`src/rtl/phy_pkg.sv`:
```
// Shared definitions for the PHY receive path: idle comma, lane count,
// and the byte-aligner state encoding.
package phy_pkg;

    localparam logic [7:0]  COMMA     = 8'hBC;
    localparam int unsigned NUM_LANES = 4;

    // 2'd3 is unused; the aligner treats it as illegal and returns to SEARCH
    typedef enum logic [1:0] {
        SEARCH = 2'd0,
        ALIGN  = 2'd1,
        ACTIVE = 2'd2
    } rx_state_t;

endpackage

```
`src/rtl/phy_rx_byte_aligner.sv`:
```
// Serial byte aligner: hunts for the comma bit-by-bit, confirms alignment
// over LOCK_COUNT consecutive byte-spaced commas, then emits one byte per
// eight bit clocks while locked.
module phy_rx_byte_aligner #(
    parameter logic [7:0]  COMMA      = phy_pkg::COMMA,
    parameter int unsigned LOCK_COUNT = 4
) (
    input  logic       clk_32f,
    input  logic       reset,
    input  logic       data_in,
    output logic [7:0] byte_data,
    output logic       byte_done,
    output logic       locked
);
    import phy_pkg::*;

    localparam logic [3:0] LOCK_CNT = 4'(LOCK_COUNT);

    rx_state_t  state, state_nxt;
    logic [7:0] sr;
    logic [7:0] w;
    logic [2:0] bit_cnt, bit_cnt_nxt;
    logic [3:0] comma_cnt, comma_cnt_nxt;
    logic       is_comma;
    logic       byte_end;

    assign w         = {sr[6:0], data_in};
    assign is_comma  = (w == COMMA);
    assign byte_end  = (bit_cnt == 3'd7);
    assign byte_data = w;
    assign locked    = (state == ACTIVE);

    // Next-state logic for the alignment FSM and its counters
    always_comb begin
        state_nxt     = state;
        bit_cnt_nxt   = bit_cnt + 3'd1;
        comma_cnt_nxt = comma_cnt;
        byte_done     = 1'b0;
        case (state)
            SEARCH: begin
                bit_cnt_nxt = '0;
                if (is_comma) begin
                    comma_cnt_nxt = 4'd1;
                    state_nxt     = ALIGN;
                end
            end
            ALIGN: begin
                if (byte_end) begin
                    if (is_comma) begin
                        comma_cnt_nxt = comma_cnt + 4'd1;
                        if (comma_cnt + 4'd1 == LOCK_CNT) begin
                            state_nxt = ACTIVE;
                        end
                    end else begin
                        comma_cnt_nxt = '0;
                        state_nxt     = SEARCH;
                    end
                end
            end
            ACTIVE: begin
                byte_done = byte_end;
            end
            default: begin
                state_nxt     = SEARCH;
                bit_cnt_nxt   = '0;
                comma_cnt_nxt = '0;
            end
        endcase
    end

    // State, counter and shift-register updates
    always_ff @(posedge clk_32f or posedge reset) begin
        if (reset) begin
            state     <= SEARCH;
            sr        <= '0;
            bit_cnt   <= '0;
            comma_cnt <= '0;
        end else begin
            state     <= state_nxt;
            sr        <= w;
            bit_cnt   <= bit_cnt_nxt;
            comma_cnt <= comma_cnt_nxt;
        end
    end

endmodule

```
`src/rtl/phy_rx_deserializer.sv`:
```
// Receive deserializer: aligns the serial stream on the idle comma, then
// distributes bytes round-robin over four lanes and publishes a frame of
// four lane bytes with per-lane valids once lane 3 completes.
module phy_rx_deserializer #(
    parameter logic [7:0]  COMMA      = phy_pkg::COMMA,
    parameter int unsigned LOCK_COUNT = 4
) (
    input  logic       clk_32f,
    input  logic       reset,
    input  logic       data_in,
    output logic       recirculacion,
    output logic [7:0] data_out0,
    output logic [7:0] data_out1,
    output logic [7:0] data_out2,
    output logic [7:0] data_out3,
    output logic       valid_out0,
    output logic       valid_out1,
    output logic       valid_out2,
    output logic       valid_out3,
    output logic       frame_strobe
);
    import phy_pkg::*;

    localparam logic [1:0] LAST_LANE = 2'(NUM_LANES - 1);

    logic [7:0] byte_data;
    logic       byte_done;
    logic       locked;
    logic       byte_valid;
    logic [1:0] lane_idx;
    logic [7:0] lane_buf0, lane_buf1, lane_buf2;
    logic       vbuf0, vbuf1, vbuf2;

    phy_rx_byte_aligner #(
        .COMMA      (COMMA),
        .LOCK_COUNT (LOCK_COUNT)
    ) u_aligner (
        .clk_32f   (clk_32f),
        .reset     (reset),
        .data_in   (data_in),
        .byte_data (byte_data),
        .byte_done (byte_done),
        .locked    (locked)
    );

    assign byte_valid    = (byte_data != COMMA);
    assign recirculacion = locked;

    // Lane demux: buffer lanes 0..2, publish the whole frame on lane 3
    always_ff @(posedge clk_32f or posedge reset) begin
        if (reset) begin
            lane_idx     <= '0;
            lane_buf0    <= '0;
            lane_buf1    <= '0;
            lane_buf2    <= '0;
            vbuf0        <= 1'b0;
            vbuf1        <= 1'b0;
            vbuf2        <= 1'b0;
            data_out0    <= '0;
            data_out1    <= '0;
            data_out2    <= '0;
            data_out3    <= '0;
            valid_out0   <= 1'b0;
            valid_out1   <= 1'b0;
            valid_out2   <= 1'b0;
            valid_out3   <= 1'b0;
            frame_strobe <= 1'b0;
        end else begin
            frame_strobe <= 1'b0;
            if (!locked) begin
                lane_idx <= '0;
            end else if (byte_done) begin
                lane_idx <= lane_idx + 2'd1;
                case (lane_idx)
                    2'd0: begin
                        lane_buf0 <= byte_data;
                        vbuf0     <= byte_valid;
                    end
                    2'd1: begin
                        lane_buf1 <= byte_data;
                        vbuf1     <= byte_valid;
                    end
                    2'd2: begin
                        lane_buf2 <= byte_data;
                        vbuf2     <= byte_valid;
                    end
                    default: begin
                        lane_buf0 <= lane_buf0;
                    end
                endcase
                if (lane_idx == LAST_LANE) begin
                    data_out0    <= lane_buf0;
                    data_out1    <= lane_buf1;
                    data_out2    <= lane_buf2;
                    data_out3    <= byte_data;
                    valid_out0   <= vbuf0;
                    valid_out1   <= vbuf1;
                    valid_out2   <= vbuf2;
                    valid_out3   <= byte_valid;
                    frame_strobe <= 1'b1;
                end
            end
        end
    end

endmodule

```
`config.mk`:
```
export PLATFORM = sky130hd
export DESIGN_NAME = phy_rx_deserializer
export DESIGN_NICKNAME = d
export VERILOG_FILES = /design/src/rtl/phy_pkg.sv /design/src/rtl/phy_rx_byte_aligner.sv /design/src/rtl/phy_rx_deserializer.sv
export SDC_FILE = /design/constraint.sdc
export NUM_CORES = 1
export LEC_CHECK = 0
export BUFFER_PORTS_ARGS = -buffer_cell sky130_fd_sc_hd__buf_2
export CORE_ASPECT_RATIO = 1.1
export CORE_MARGIN = 2
export CORE_UTILIZATION = 40
export DETAILED_ROUTE_END_ITERATION = 6
export PLACE_DENSITY = 0.68
export SLEW_MARGIN = 20
export SYNTH_ARGS = -nofsm -noshare
export SYNTH_HDL_FRONTEND = slang
export SYNTH_SLANG_ARGS = --single-unit
```
`constraint.sdc`:
```
create_clock -name clk_32f -period 4.2 [get_ports clk_32f]
set_input_delay 0.21 -clock clk_32f [delete_from_list [all_inputs] [get_ports clk_32f]]
set_output_delay 0.21 -clock clk_32f [all_outputs]
set_load 0.1 [all_outputs]
```
Word level (Yosys, flattened, before mapping)

Cells that the tools add are included.

Flip-flop bits (word level): 82
Input bits: 3
Output and inout port bits: 38
Logic and storage cells: 62

Add/subtract/negate cells: 3
Equality and inequality tests: 13
Muxes and demuxes: 16
Bitwise logic cells: 1
Reduce and logical (&&, ||, !) cells: 9

Operators by type and width:

| operator                                             | number |
|---|---|
| AND reduction 3 bit                                  | 5 |
| two-way mux 2 bit                                    | 6 |
| two-way mux 4 bit                                    | 3 |
| one-hot mux 4 bit (3 select lines)                   | 1 |
| equality test 8 bit (second input constant)          | 1 |
| != test 8 bit (second input constant)                | 1 |
| equality test 2 bit (second input constant)          | 3 |
| one-hot mux 2 bit (3 select lines)                   | 1 |
| adder 4 x 1 -> 4 bit (second input constant)         | 1 |
| equality test 2 x 1 -> 1 bit (second input constant) | 2 |
| equality test 4 x 3 -> 1 bit (second input constant) | 1 |
| zero test 2 bit                                      | 2 |
| two-way mux 1 bit                                    | 4 |
| != test 2 x 1 -> 1 bit (second input constant)       | 2 |
| AND reduction 4 bit                                  | 1 |
| adder 3 x 1 -> 3 bit (second input constant)         | 1 |
| equality test 3 bit (second input constant)          | 1 |
| two-way mux 3 bit                                    | 1 |
| != test 3 bit (second input constant)                | 1 |
| adder 2 x 1 -> 2 bit (second input constant)         | 1 |
| != test 2 bit (second input constant)                | 1 |
| OR reduction 2 bit                                   | 1 |
| inverter 1 bit                                       | 1 |

Longest topological paths before layout

Gate-level depths: netlist (run 1).

Word-level depth: 6
Depth in mapped cells: 8
Mapped depth without buffers: 6

Hierarchy

Synthesis (run 1) repeated with hierarchy kept, for this count alone.

Cell total of the unflattened synthesis: 223
Area, all modules: 3534.6 sq um

Modules (own cells, without submodules):

| module              | times used | cells an instance | area each (sq um) | seq. area each (sq um) |
|---|---|---|---|---|
| phy_rx_deserializer | 1          | 159               | 2776.4            | 1651.6 |
| phy_rx_byte_aligner | 1          | 64                | 758.2             | 400.4 |

Least setup slack after synthesis (run 1)

OpenSTA, ideal clock, no wires.

Path kind: register -> register
From: reg u_aligner.state[0]
To: reg data_out2[0]
Setup time: 0.125 ns
Arrival: 2.222 ns
Required time: 4.075 ns
Slack: 1.853 ns
Stages on the path, launching flop included: 8
Buffers on the path: 3
Period minus slack after synthesis: 2.347 ns
Cell sequence: dfrtp_1 inv_1 ha_1 buf_4 nand3_2 buf_6 buf_6 mux2_4

Cells in the longest elaborated chain, start to end: 3

RTL lines:

| what                                   | RTL line                  | RTL |
|---|---|---|
| start, declared                        | phy_rx_byte_aligner.sv:19 | `rx_state_t state, state_nxt;` |
| start signal, assigned                 | phy_rx_byte_aligner.sv:79 | `state <= state_nxt;` |
| equality test 2 bit *                  | phy_rx_byte_aligner.sv:31 | `assign locked = (state == ACTIVE);` |
| net recirculacion                      | phy_rx_deserializer.sv:11 | `output logic recirculacion,` |
| two-way mux 1 bit                      | phy_rx_byte_aligner.sv:39 | `case (state)` |
| AND reduction 3 bit (no source line) * | -                         |  |
| end signal, assigned                   | phy_rx_deserializer.sv:94 | `data_out2 <= lane_buf2;` |
| end, declared                          | phy_rx_deserializer.sv:14 | `output logic [7:0] data_out2,` |

Mark *: on every way through the listed nets, which the timed path passes. The rest lies on a longest branch.
A chain may end at the register's enable or synchronous reset.

Worst setup path in the final report (run 1)

From: reg u_aligner.state[0]
To: reg valid_out2

Cells in the longest elaborated chain, start to end: 3

RTL lines:

| what                                   | RTL line                                             | RTL |
|---|---|---|
| equality test 2 bit *                  | phy_rx_byte_aligner.sv:31, phy_rx_byte_aligner.sv:39 |  |
| two-way mux 1 bit                      | phy_rx_byte_aligner.sv:39                            |  |
| AND reduction 3 bit (no source line) * | -                                                    |  |
| end signal, assigned                   | phy_rx_deserializer.sv:98                            | `valid_out2 <= vbuf2;` |
| end, declared                          | phy_rx_deserializer.sv:18                            | `output logic valid_out2,` |

Mark *: on every way between the ends. The rest lies on a longest branch, timed or not.

==> metrics.md, run 1 <==
| Metric | Value |
|---|---|
| Period utilization | `56.52%` |
| PortBufs | `40` |
| First-pass GRT wire length | `9411 um` |
| Critical path arrival | `2.61 ns` |
| Antenna violations before repair | `0` |
| Placed Instances | `363` |
| Worst IR Drop VDD | `0.1219 mV` |
| Multiplexer area fraction after synthesis | `21.97%` |
| Total GRT Usage | `13.26%` |
| Seq cells post-synth | `82` |
| Vias in the first global route | `1,918` |
| Synth async-reset ratio | `100.0%` |
| Unrepaired setup endpoints after global routing | `false` |
| Die W | `91.38 um` |
| Adder-Cell Fraction of Synth Area | `4.097%` |
| DRC | `0` |
| Post-CTS setup buffer count | `0` |
| Skew-Pair Late Insertion Delay | `0.35 ns` |
| Vias | `1,836` |
| PnR worst setup slack | `1.826 ns` |
| Endpoints failing setup | `0` |
| Post-synth top area share | `61.08%` |
| Synth Instances | `216` |
| Gpl congestion | `0.7991` |
| Hold-fix buffers, CTS | `0` |
| Crit path kind | `reg -> reg` |
| Avg Cell Area, Syn | `15.55 um^2` |
| Worst Hold Class | `in -> async` |
| Clock Skews | `0.007137 ns` |
| Slew headroom | `44.34%` |
| Share of layout cells above drive strength 1 | `47.19%` |
| Setup crit start kind | `flop` |
| Floorplan row count | `35` |
| Power Density | `370.0 mW/mm^2` |
| DR pass1 iterations | `4` |
| Synth area leaders | `dfrtp_1 61%, mux2_2 14%, mux2_4 7.6%` |
| Synthesized Nets | `230` |
| WL per Instance | `14.72 um` |
| Simple-gate portion of the synthesized area | `5.400%` |
| Clock-pin slew on the worst setup and hold paths | `0.08 ns` |
| Synth cell count leaders | `82 x dfrtp_1, 42 x mux2_2, 17 x mux2_4, 11 x ha_1, 7 x inv_1` |
| CP max stage delay | `0.56 ns` |
| Post-Syn Area | `0.003359 mm^2` |
| CORE AREA | `0.008277 mm^2` |
| First-iteration detailed-routing DRC count | `58` |
| Dpl ws | `1.858 ns` |
| TritonCTS buffer count | `9` |
| XOR/XNOR Fraction of Synth Area | `0.2607%` |
| Netlist cell types | `36` |
| CTS Buffer Depth | `2` |
| Required @ worst endpoint | `4.43 ns` |
| Area growth, synth to finish | `14.93%` |
| Initial Utilization | `40.59%` |
| Post-synthesis sequential area ratio | `61.08%` |
| Post-synth top flop | `dfrtp_1` |
| Vias per inst | `4.857` |
| Die height | `100.1 um` |
| Antenna Violating Nets Remaining | `0` |
| Area of the die | `0.009149 mm^2` |
| Status | `finished with violations` |
| Grt ovf | `0` |
| Violated checks | `hold timing` |
| Ant diodes | `0` |
| Clk root buf | `clkbuf_8` |
| Largest net degree at the start of global routing | `52` |
| CTS resizes | `0` |
| I/O pin cnt | `41` |
| Largest family of logic cells by synthesized area | `multiplexers` |
| Slew Viols, Final | `0` |
| Clk sink count | `82` |
| Family with the most delay on the worst path | `buffers and inverters` |
| Detailed placement HPWL | `3755 um` |
| Hold Vio Cnt, Final | `4` |
| Post-layout nets | `277` |
| Fin crit period | `2.374 ns` |
| Element type at the critical path end | `flop` |
| Cell with the most instances after synthesis | `dfrtp_1` |
| Crit path cell chain | `inv_1 -> ha_1 -> nand3_2 -> buf_4 -> mux2_4` |
| CTS HTree Levels | `3` |
| Non-Filler Instances | `378` |
| Maximum clock rate | `421.3 MHz` |
| Routed WL | `5564 um` |
| Final Power | `1.429 mW` |
| Max stage delay cell, worst path | `nand3_2` |
| CTS tree | `yes` |
| Critical Path Fanout Max | `20` |
| Pleak | `2.064 nW` |
| Number of synthesized flops with an enable pin | `0` |
| Worst slew pin tran | `0.8339 ns` |
| Yosys warning count | `0` |
| Setup TNS | `0 ns` |
| Biggest area consumer among synthesized cells | `dfrtp_1` |
| Max-Cap Viols | `0` |
| CP bufs+invs | `2` |
| Synth Area in Compound Gates | `4.693%` |
| Hold_ws | `-0.008095 ns` |
## metal layers
metal / routed length, um / vias to the layer above / share of wire, % / GRT usage, %
li1: - / 860 / - / -
met1: 2552 / 937 / 46 / 17.52
met2: 2748 / 31 / 49 / 20.81
met3: 158 / 8 / 2.8 / 2.703
met4: 105 / 0 / 1.9 / 6.876
met5: 0 / - / 0 / 0
## path summary, 6_finish.rpt
path	start	endpoint	slack [ns]	cells after the start
worst max-delay path	u_aligner.state[0]	valid_out2	1.83	5
worst max register to register	u_aligner.state[0]	valid_out2	1.83	5
max in group asynchronous	reset	data_out3[0]	3.29	3
worst min-delay path	reset	lane_buf2[5]	-0.008	2
worst min register to register	u_aligner.bit_cnt[0]	u_aligner.bit_cnt[0]	0.45	1
min in group clk_32f	data_in	u_aligner.sr[0]	0.06	1
## per-stage QoR
stage / cell area, um^2 / utilization (%)
2_1_floorplan: 3359 / -
3_3_place_gp: 3661 / 44.23
3_5_place_dp: 3661 / 44.23
4_1_cts: 3861 / 46.65
5_1_grt: 3861 / 46.65
6_report: 3861 / 46.65
## placed cells by master (no fill, tap or decap), types with 2 or more instances in the layout
cell / instances
buf_4: 2
inv_6: 2
o2bb2ai_1: 3
dfrtp_1: 82
clkbuf_8: 10
ha_1: 11
nand2_1: 5
mux2_4: 17
nor2b_1: 4
inv_1: 6
nand4bb_1: 2
mux2_2: 42
nand3_2: 4
a21oi_1: 4
and2_1: 3
buf_2: 40
clkinvlp_4: 2
o21ai_0: 6
## cell type report
class	count	area, um^2
Inverter	8	31.28
Timing Repair Buffer	42	215.2
Sequential cell	82	2052
Clock buffer	10	137.6
Multi-Input combinational cell	120	1224
Clock inverter	5	62.56
Tap cell	111	138.9
Fill cell	756	4415
## sequential cells by signal (all words and copies together), names as in the netlist
register	count
vbuf0	1
u_aligner.sr	7
lane_buf1	8
lane_buf0	8
data_out2	8
lane_idx	2
valid_out1	1
u_aligner.bit_cnt	3
data_out1	8
u_aligner.state	2
data_out0	8
u_aligner.comma_cnt	4
valid_out3	1
valid_out2	1
vbuf2	1
valid_out0	1
vbuf1	1
data_out3	8
frame_strobe	1
lane_buf2	8
## report_power, final
group	switching (mW)	internal (mW)
Clock	0.280	0.292
Sequential	0.0110	0.798
Combinational	0.0342	0.0136
Total	0.325	1.10
## cells by family after synthesis
family          count (synthesis)
xor+xnor                        1
flops                          82
buf+inv                        14
fa+ha+maj                      11
compound gates                 22
simple gates                   26
mux                            60
No activity file was read; power rests on OpenSTA's default activity.
==> run 2, diff against run 1 <==
==> constraint.sdc (replaced) <==
create_clock -name clk_32f -period 2.4 [get_ports clk_32f]
set_input_delay 0.12 -clock clk_32f [delete_from_list [all_inputs] [get_ports clk_32f]]
set_output_delay 0.12 -clock clk_32f [all_outputs]
set_load 0.1 [all_outputs]
==> metrics.md, run 2 (synthesis results as in run 1) <==
| Metric | Value |
|---|---|
| Status | `finished clean` |
| DR pass1 iterations | `4` |
| Crit path depth | `3` |
| Reg-to-reg slack, setup | `0.56 ns` |
| Most common cell after layout, fill and taps aside | `dfrtp_1` |
| Largest net degree at the start of global routing | `47` |
| CP max stage delay | `0.52 ns` |
| Detailed placement HPWL | `3851 um` |
| Ant diodes | `0` |
| Hold Vio Cnt, Final | `0` |
| Clock-pin slew on the worst setup and hold paths | `0.09 ns` |
| Fin crit period | `1.908 ns` |
| TritonCTS buffer count | `9` |
| Endpoints failing setup | `0` |
| First-iteration detailed-routing DRC count | `45` |
| Maximum clock rate | `524.2 MHz` |
| Post-route design area | `0.003904 mm^2` |
| Non-Filler Instances | `382` |
| I/O pin cnt | `41` |
| Max stage delay cell, worst path | `buf_2` |
| Max-Cap Viols | `0` |
| Die height | `100.1 um` |
| FF-to-FF path depth | `5` |
| Fill cell count | `722` |
| CTS resizes | `0` |
| Period utilization | `79.49%` |
| Floorplan row count | `35` |
| Post-layout nets | `280` |
| Vias | `1,850` |
| Worst Hold Class | `in -> async` |
| Power Density | `648.5 mW/mm^2` |
| Grt ovf | `0` |
| Vias per inst | `4.843` |
| CTS tree | `yes` |
| Total GRT Usage | `13.90%` |
| Commonest cells after routing, fill and taps aside | `82 x dfrtp_1, 42 x mux2_2, 40 x buf_2` |
| Routed WL | `5733 um` |
| Final Power | `2.532 mW` |
| Initial Utilization | `40.59%` |
| CTS HTree Levels | `3` |
| Crit path kind | `reg -> out` |
| Die W | `91.38 um` |
| Final core utilization | `47.17%` |
| Worst R2R Start | `u_aligner.bit_cnt[0]` |
| CORE AREA | `0.008277 mm^2` |
| Skew-Pair Late Insertion Delay | `0.36 ns` |
| Family with the most delay on the worst path | `buffers and inverters` |
| Hold_ws | `0.3713 ns` |
| Slew Viols, Final | `0` |
| CTS Buffer Depth | `2` |
| First-pass GRT wire length | `9818 um` |
| Required @ worst endpoint | `2.28 ns` |
| Setup TNS | `0 ns` |
| Clk root buf | `clkbuf_8` |
| DRC | `0` |
| Worst IR Drop VDD | `0.3073 mV` |
| Element type at the critical path end | `primary output` |
| PortBufs | `40` |
| Area growth, synth to finish | `16.20%` |
| Slew headroom | `56.32%` |
| R2r endpoint | `data_out1[0]` |
| Area of the die | `0.009149 mm^2` |
| PnR worst setup slack | `0.4923 ns` |
| Crit path cell chain | `inv_1 -> ha_1 -> buf_2` |
| Worst slew pin tran | `0.6545 ns` |
| WL per Instance | `15.01 um` |
| Critical Path Fanout Max | `10` |
| Unrepaired setup endpoints after global routing | `false` |
| CP bufs+invs | `2` |
| Setup crit start kind | `flop` |
| Dpl ws | `0.5412 ns` |
| Vias in the first global route | `1,972` |
| Antenna Violating Nets Remaining | `0` |
| Gpl congestion | `0.7137` |
| Critical path arrival | `1.79 ns` |
| Post-place instance area | `0.003681 mm^2` |
| Pleak | `2.090 nW` |
| Clock Skews | `0.01491 ns` |
| Clk sink count | `82` |
| Share of layout cells above drive strength 1 | `46.86%` |
| Antenna violations before repair | `0` |
| Placed Instances | `364` |
[run 2: changes by cell type in the layout (fill, tap and decap cells not counted), sizes merged]
cell and delta:
inv -1, clkinv +3, clkinvlp -2, buf +1, dlygate4sd3 +2, clkbuf +1
[run 2: timing repair]
action,4_1_cts,5_1_grt
setup buffers,0,0
hold buffers,2,0
endpoints found under the hold margin,37,0
endpoints found under the setup margin,0,0
[run 2: power breakdown]
group | switching [mW] | leakage, nW | internal, mW | total [mW]
Combinational | 0.0600 | 0.887 | 0.0283 | 0.0884
Sequential | 0.0198 | 1.10 | 1.40 | 1.42
Clock | 0.511 | 0.104 | 0.516 | 1.03
Total | 0.591 | 2.09 | 1.94 | 2.53
[run 2: how the worst max path moves through the flow]
| stage | startpoint | to | slack (ns) |
|---|---|---|---|
| 5_1_grt | u_aligner.state[0] | recirculacion | 0.43 |
| 6_report | u_aligner.state[0] | recirculacion | 0.49 |
| 3_5_place_dp | u_aligner.bit_cnt[0] | data_out0[0] | 0.54 |
| 4_1_cts | u_aligner.state[0] | recirculacion | 0.48 |
| 3_3_place_gp | u_aligner.bit_cnt[0] | data_out1[1] | 0.58 |
| 2_1_floorplan | u_aligner.state[0] | data_out2[0] | 0.05 |
[run 2: cell type report]
| type | instances | area [um^2] | area share [%] |
|---|---|---|---|
| flip-flops and latches | 82 | 2052 | 52.56 |
| multi-input cells | 120 | 1224 | 31.35 |
| repair buffers | 45 | 255.2 | 6.538 |
| clock buffers | 11 | 141.4 | 3.622 |
| well taps | 111 | 138.9 | 3.558 |
| clock inverters | 5 | 61.31 | 1.571 |
| inverters | 8 | 31.28 | 0.8013 |
[run 2: worst min-delay path, cell delays in order]
cell           delay (ns)
dlygate4sd3_1        0.53
buf_2                0.12
clkinv_2             0.44
[run 2: layer usage]
metal / part of all wire (%) / global-route usage (%) / vias up
li1: - / - / 861
met1: 48 / 18.62 / 946
met2: 47 / 21.49 / 32
met3: 3.0 / 3.228 / 11
met4: 2.2 / 6.643 / 0
met5: 0 / 0 / -
